**config.mk**
```make
export PLATFORM = sky130hd
export DESIGN_NAME = scan_sched
export DESIGN_NICKNAME = d
export VERILOG_FILES = /design/src/rtl/scan_sched.sv
export SDC_FILE = /design/constraint.sdc
export NUM_CORES = 1
export LEC_CHECK = 0
export CORE_ASPECT_RATIO = 1.2
export CORE_UTILIZATION = 48
export DETAILED_ROUTE_END_ITERATION = 8
export PLACE_DENSITY_LB_ADDON = 0.12
export SKIP_CTS_REPAIR_TIMING = 1
export SYNTH_ARGS = -nofsm -noshare
export SYNTH_HDL_FRONTEND = slang
export SYNTH_SLANG_ARGS = --single-unit
```
**constraint.sdc**
```tcl
create_clock -name clk -period 1.52 [get_ports clk]
set_input_delay 0.152 -clock clk [delete_from_list [all_inputs] [get_ports clk]]
set_output_delay 0.152 -clock clk [all_outputs]
set_load 0.01 [all_outputs]
```
**src/rtl/scan_sched.sv**
```systemverilog
// scan_sched: shares one serial Moore sequence detector between two requesters.
// Each accepted word is shifted MSB-first into the detector after a one-cycle
// detector clear. The cycles with det_y high are counted, and the count is
// returned tagged with the requester id. Arbitration is round-robin, and the
// fairness pointer moves only on a grant.
// Optional build macro SCAN_FIRST_HIT_EN adds res_first: the index of the
// first sample with det_y=1, or WIDTH when no sample hit.
module scan_sched #(
  parameter int WIDTH = 8,
  parameter int CW    = $clog2(WIDTH + 1)
) (
  input  logic             clk,
  input  logic             rst_n,
  input  logic [1:0]       req_valid,
  input  logic [WIDTH-1:0] req_data0,
  input  logic [WIDTH-1:0] req_data1,
  output logic [1:0]       req_ready,
  output logic             det_x,
  output logic             det_rst_n,
  input  logic             det_y,
  output logic             res_valid,
  input  logic             res_ready,
  output logic             res_id,
`ifdef SCAN_FIRST_HIT_EN
  output logic [CW-1:0]    res_first,
`endif
  output logic [CW-1:0]    res_count
);

  localparam logic [2:0] S_IDLE  = 3'd0;
  localparam logic [2:0] S_CLR   = 3'd1;
  localparam logic [2:0] S_SHIFT = 3'd2;
  localparam logic [2:0] S_DRAIN = 3'd3;
  localparam logic [2:0] S_DONE  = 3'd4;

  localparam logic [CW-1:0] LAST_BIT = CW'(WIDTH - 1);

  logic [2:0]       state_q, state_d;
  logic             ptr_q, ptr_d;
  logic [WIDTH-1:0] shreg_q, shreg_d;
  logic [CW-1:0]    bitcnt_q, bitcnt_d;
  logic [CW-1:0]    hit_q, hit_d;
  logic             id_q, id_d;

  logic             grant_any;
  logic             grant_id;
  logic [1:0]       grant_oh;
  logic [WIDTH-1:0] sel_data;

  // Round-robin arbitration: a lone requester wins outright; on a tie the
  // pointer decides.
  always_comb begin
    grant_any = req_valid[0] | req_valid[1];
    if (req_valid == 2'b11) begin
      grant_id = ptr_q;
    end else begin
      grant_id = req_valid[1];
    end
    if (grant_any) begin
      grant_oh = grant_id ? 2'b10 : 2'b01;
    end else begin
      grant_oh = 2'b00;
    end
    sel_data = grant_id ? req_data1 : req_data0;
  end

  // Ready only in IDLE, and never while reset is asserted, so no word can be
  // taken during reset.
  assign req_ready = (rst_n && (state_q == S_IDLE)) ? grant_oh : 2'b00;

  // The detector is cleared in CLR and is also held in reset while this block is.
  assign det_rst_n = rst_n && (state_q != S_CLR);

  // The serial bit is the shift-register MSB, driven only while shifting.
  assign det_x = rst_n && (state_q == S_SHIFT) && shreg_q[WIDTH-1];

  assign res_valid = (state_q == S_DONE);
  assign res_id    = id_q;
  assign res_count = hit_q;

  // Scan sequencing. SHIFT cycle 0 is not sampled: det_y still shows the
  // cleared state there. DRAIN then picks up the detector state after the
  // last bit, giving exactly WIDTH samples.
  always_comb begin
    state_d  = state_q;
    ptr_d    = ptr_q;
    shreg_d  = shreg_q;
    bitcnt_d = bitcnt_q;
    hit_d    = hit_q;
    id_d     = id_q;
    case (state_q)
      S_IDLE: begin
        if (grant_any) begin
          shreg_d = sel_data;
          id_d    = grant_id;
          ptr_d   = ~grant_id;
          state_d = S_CLR;
        end
      end
      S_CLR: begin
        hit_d    = '0;
        bitcnt_d = '0;
        state_d  = S_SHIFT;
      end
      S_SHIFT: begin
        shreg_d = {shreg_q[WIDTH-2:0], 1'b0};
        if ((bitcnt_q != '0) && det_y) begin
          hit_d = hit_q + CW'(1);
        end
        if (bitcnt_q == LAST_BIT) begin
          state_d = S_DRAIN;
        end else begin
          bitcnt_d = bitcnt_q + CW'(1);
        end
      end
      S_DRAIN: begin
        if (det_y) begin
          hit_d = hit_q + CW'(1);
        end
        state_d = S_DONE;
      end
      S_DONE: begin
        if (res_ready) begin
          state_d = S_IDLE;
        end
      end
      default: begin
        state_d = S_IDLE;
      end
    endcase
  end

  // Control and scan registers; reset aborts any scan in flight.
  always_ff @(posedge clk) begin
    if (!rst_n) begin
      state_q  <= S_IDLE;
      ptr_q    <= 1'b0;
      shreg_q  <= '0;
      bitcnt_q <= '0;
      hit_q    <= '0;
      id_q     <= 1'b0;
    end else begin
      state_q  <= state_d;
      ptr_q    <= ptr_d;
      shreg_q  <= shreg_d;
      bitcnt_q <= bitcnt_d;
      hit_q    <= hit_d;
      id_q     <= id_d;
    end
  end

`ifdef SCAN_FIRST_HIT_EN
  logic [CW-1:0] first_q, first_d;
  logic          found_q, found_d;
  logic          sample_en;
  logic [CW-1:0] sample_idx;

  // The first hit is captured once per scan. Sample j is taken in SHIFT
  // cycle j+1, or in DRAIN for the last sample. A scan with no hit ends
  // with WIDTH.
  always_comb begin
    first_d    = first_q;
    found_d    = found_q;
    sample_en  = ((state_q == S_SHIFT) && (bitcnt_q != '0)) || (state_q == S_DRAIN);
    sample_idx = (state_q == S_DRAIN) ? LAST_BIT : (bitcnt_q - CW'(1));
    if (state_q == S_CLR) begin
      first_d = '0;
      found_d = 1'b0;
    end else if (sample_en && !found_q) begin
      if (det_y) begin
        first_d = sample_idx;
        found_d = 1'b1;
      end else if (state_q == S_DRAIN) begin
        first_d = CW'(WIDTH);
      end
    end
  end

  // First-hit registers.
  always_ff @(posedge clk) begin
    if (!rst_n) begin
      first_q <= '0;
      found_q <= 1'b0;
    end else begin
      first_q <= first_d;
      found_q <= found_d;
    end
  end

  assign res_first = first_q;
`endif

endmodule

```
==> impl_metrics.ini <==
[logic_synthesis]
synth_area_leader_cell = dfxtp_1
async_reset_ff_share_pct = 0
synth_edf_count = 0
synthTopCellsByCount = dfxtp_1 (21), nand2_1 (12), nand3b_1 (12)
synthCells = 155
ys_ff_latch = 21
synth-seq-area-share_pct = 33.5
syn_avg_cell_area_um2 = 8.09
yosysMostFrequentCell = dfxtp_1
synth_warnings = 0
synth_top_area_share_pct = 33.5
synth_ff_type = dfxtp_1
synth_cell_types = 39
syn-cell-area_mm2 = 0.00125
synth_fp_nets = 180
synth_area_leaders = dfxtp_1 (34%), nand3b_1 (7.2%), nand2b_1 (5.0%)

[floorplan]
dieArea_mm2 = 0.00282
pin_count = 32
rows = 19
die_h_um = 58.0
start_util_pct = 52.7
die_width_um = 48.7
fp.coreArea_mm2 = 0.00238

[clock_network]
cts_buffers = 3
cts_buffer_depth = 2
clk_pin_slew_worst_paths_ns = 0.12
cts_tree = yes
clockRootBuffer = clkbuf_4
htreeDepth = 1
clkLatencyLatePin_ns = 0.30
cts_sinks = 21

[pwr]
total_power_uw = 1580
power_leakage_uw = 0.000762
ir_drop_mv = 0.557
power.density_mw_per_mm2 = 833

[sta]
clock_skew_ns = 0.00317
worst-slew-pin-transition_ns = 0.400
fmax_mhz = 624
slew_viol_final = 0
min_period_ns = 1.60
relSlewSlack_pct = 73.3
hold_viol = 0
rsz0062_at_grt = true
hold_ws_ns = 0.263
setup_viol = 2
fin_crit_sh_pct = 105
fin_ws_ns = -0.0830
fin_tns_setup_ns = -0.148

[routing]
viasPerCell = 5.76
drt.antenna.violating_nets = 0
wl_per_cell_um = 15.3
dr_total_vias = 1393
drtIter0Drc = 58
wirelength_um = 3690
drc = 0
firstDrtPassIters = 6

[placed_design]
dp_hpwl_um = 2440
io_buffer_count = 31
placed_area_mm2 = 0.00175
dp.cells = 233
gp_congestion = 0.835

[layout]
area_growth_pct = 50.9
antennaDiodeCount = 0
layoutNonFillerInstCount = 242
fin_area_mm2 = 0.00189
finalNetCount = 237
drive_gt1_share_pct = 26.5

[worst_setup_path]
crit_fanout = 5
regToRegSetupSlack_ns = -0.08
end_kind = register
slowest_delay_ns = 0.39
cp-start-kind = register
ff2ff_path_depth = 6
cp.required_ns = 1.75
slowest_stage = dfxtp_1
critPathArrivalTime_ns = 1.84
path_cells = inv_1 > ha_1 > a311oi_4 > buf_4 > nand3_1 > a21oi_2
critPathKind = register to register

[global_route]
grt_pass1_wl_um = 5380
first_global_vias = 1310
globalRouteOverflowTotal = 0
grt_antenna_before_repair = 0
grt.total_usage_pct = 24.3
grt_start_max_net_pins = 18

[status]
violations = negative setup slack
status = finished, violations left

[flow_run]
max_cap_violations = 0

[min_path]
hp-class = input pin to register
min_path_cells = 3
[where the power goes]
group	switching, uW	leakage (uW)	internal [uW]	total, uW
Clock	172	0.0000150	102	274
Sequential	51.1	0.000174	604	655
Combinational	288	0.000572	358	646
Total	511	0.000762	1060	1580
[cells by family (layout without fill, tap and decap cells)]
logic type / count (synthesis) / in the layout / synth area share, %
AO/OA/AOI/OAI: 47 / 47 / 25.7
flip-flops: 21 / 21 / 33.5
adder cells (fa/ha/maj): 3 / 3 / 2.99
multiplexers: 2 / 2 / 1.60
AND/OR/NAND/NOR: 66 / 66 / 30.3
XOR/XNOR: 1 / 1 / 0.699
buffers and inverters: 15 / 71 / 5.09
[state kept, by name, summed over array words and instances, names as in the netlist]
signal     cells
shreg_q        8
bitcnt_q       4
res_count      4
res_id         1
ptr_q          1
state_q        3
[critical path, delay by kind of cell (launching register included)]
family,cells,cell delay (ns)
buffers and inverters,2,0.28
AND/OR/NAND/NOR,1,0.08
AO/OA/AOI/OAI,2,0.54
flip-flops,1,0.39
adder cells (fa/ha/maj),1,0.24
[cell usage in the layout, fill, tap and decap left out, types with 2 or more instances in the layout]
cell,instances
clkdlybuf4s50_1,25
buf_6,4
o21a_1,2
and3_1,2
nand2b_1,8
o21ai_2,2
dfxtp_4,2
dfxtp_1,16
a21o_1,7
nand2b_4,2
nand3b_1,12
nand3_1,11
buf_4,27
nor2_1,7
inv_1,5
a31oi_1,7
mux2i_1,2
a21oi_1,9
o21ai_0,8
clkbuf_4,3
dfxtp_2,3
buf_2,2
ha_1,3
a21oi_2,2
dlymetal6s2s_1,3
and2b_1,2
o22ai_1,2
nand2_1,12
o31ai_1,2
[metrics by stage]
stage,setup slack (ns),utilization [%]
floorplan,0.0943,-
global placement,-0.405,73.7
detailed placement,-0.496,73.7
CTS,-0.518,74.8
global route,-0.158,79.6
finish,-0.0830,79.6
[final timing paths]
check | startpoint | end
max | bitcnt_q[0] | res_count[1]
min | req_valid[0] | ptr_q
max reg2reg | bitcnt_q[0] | res_count[1]
min reg2reg | res_id | res_id
[routing by layer]
metal  part of all wire (%)  track usage (%)
met5                      0                0
met3                    3.6             2.89
met4                    1.7             9.66
met2                     53             47.4
met1                     42             26.3
[area by class of cell]
type,count,area (um2)
clock buffers,4,26.3
fillers,162,485
inverters,5,18.8
multi-input cells,119,826
flip-flops and latches,21,432
well taps,31,38.8
repair buffers,62,551
Note: power is estimated with default switching activity, not from simulation.
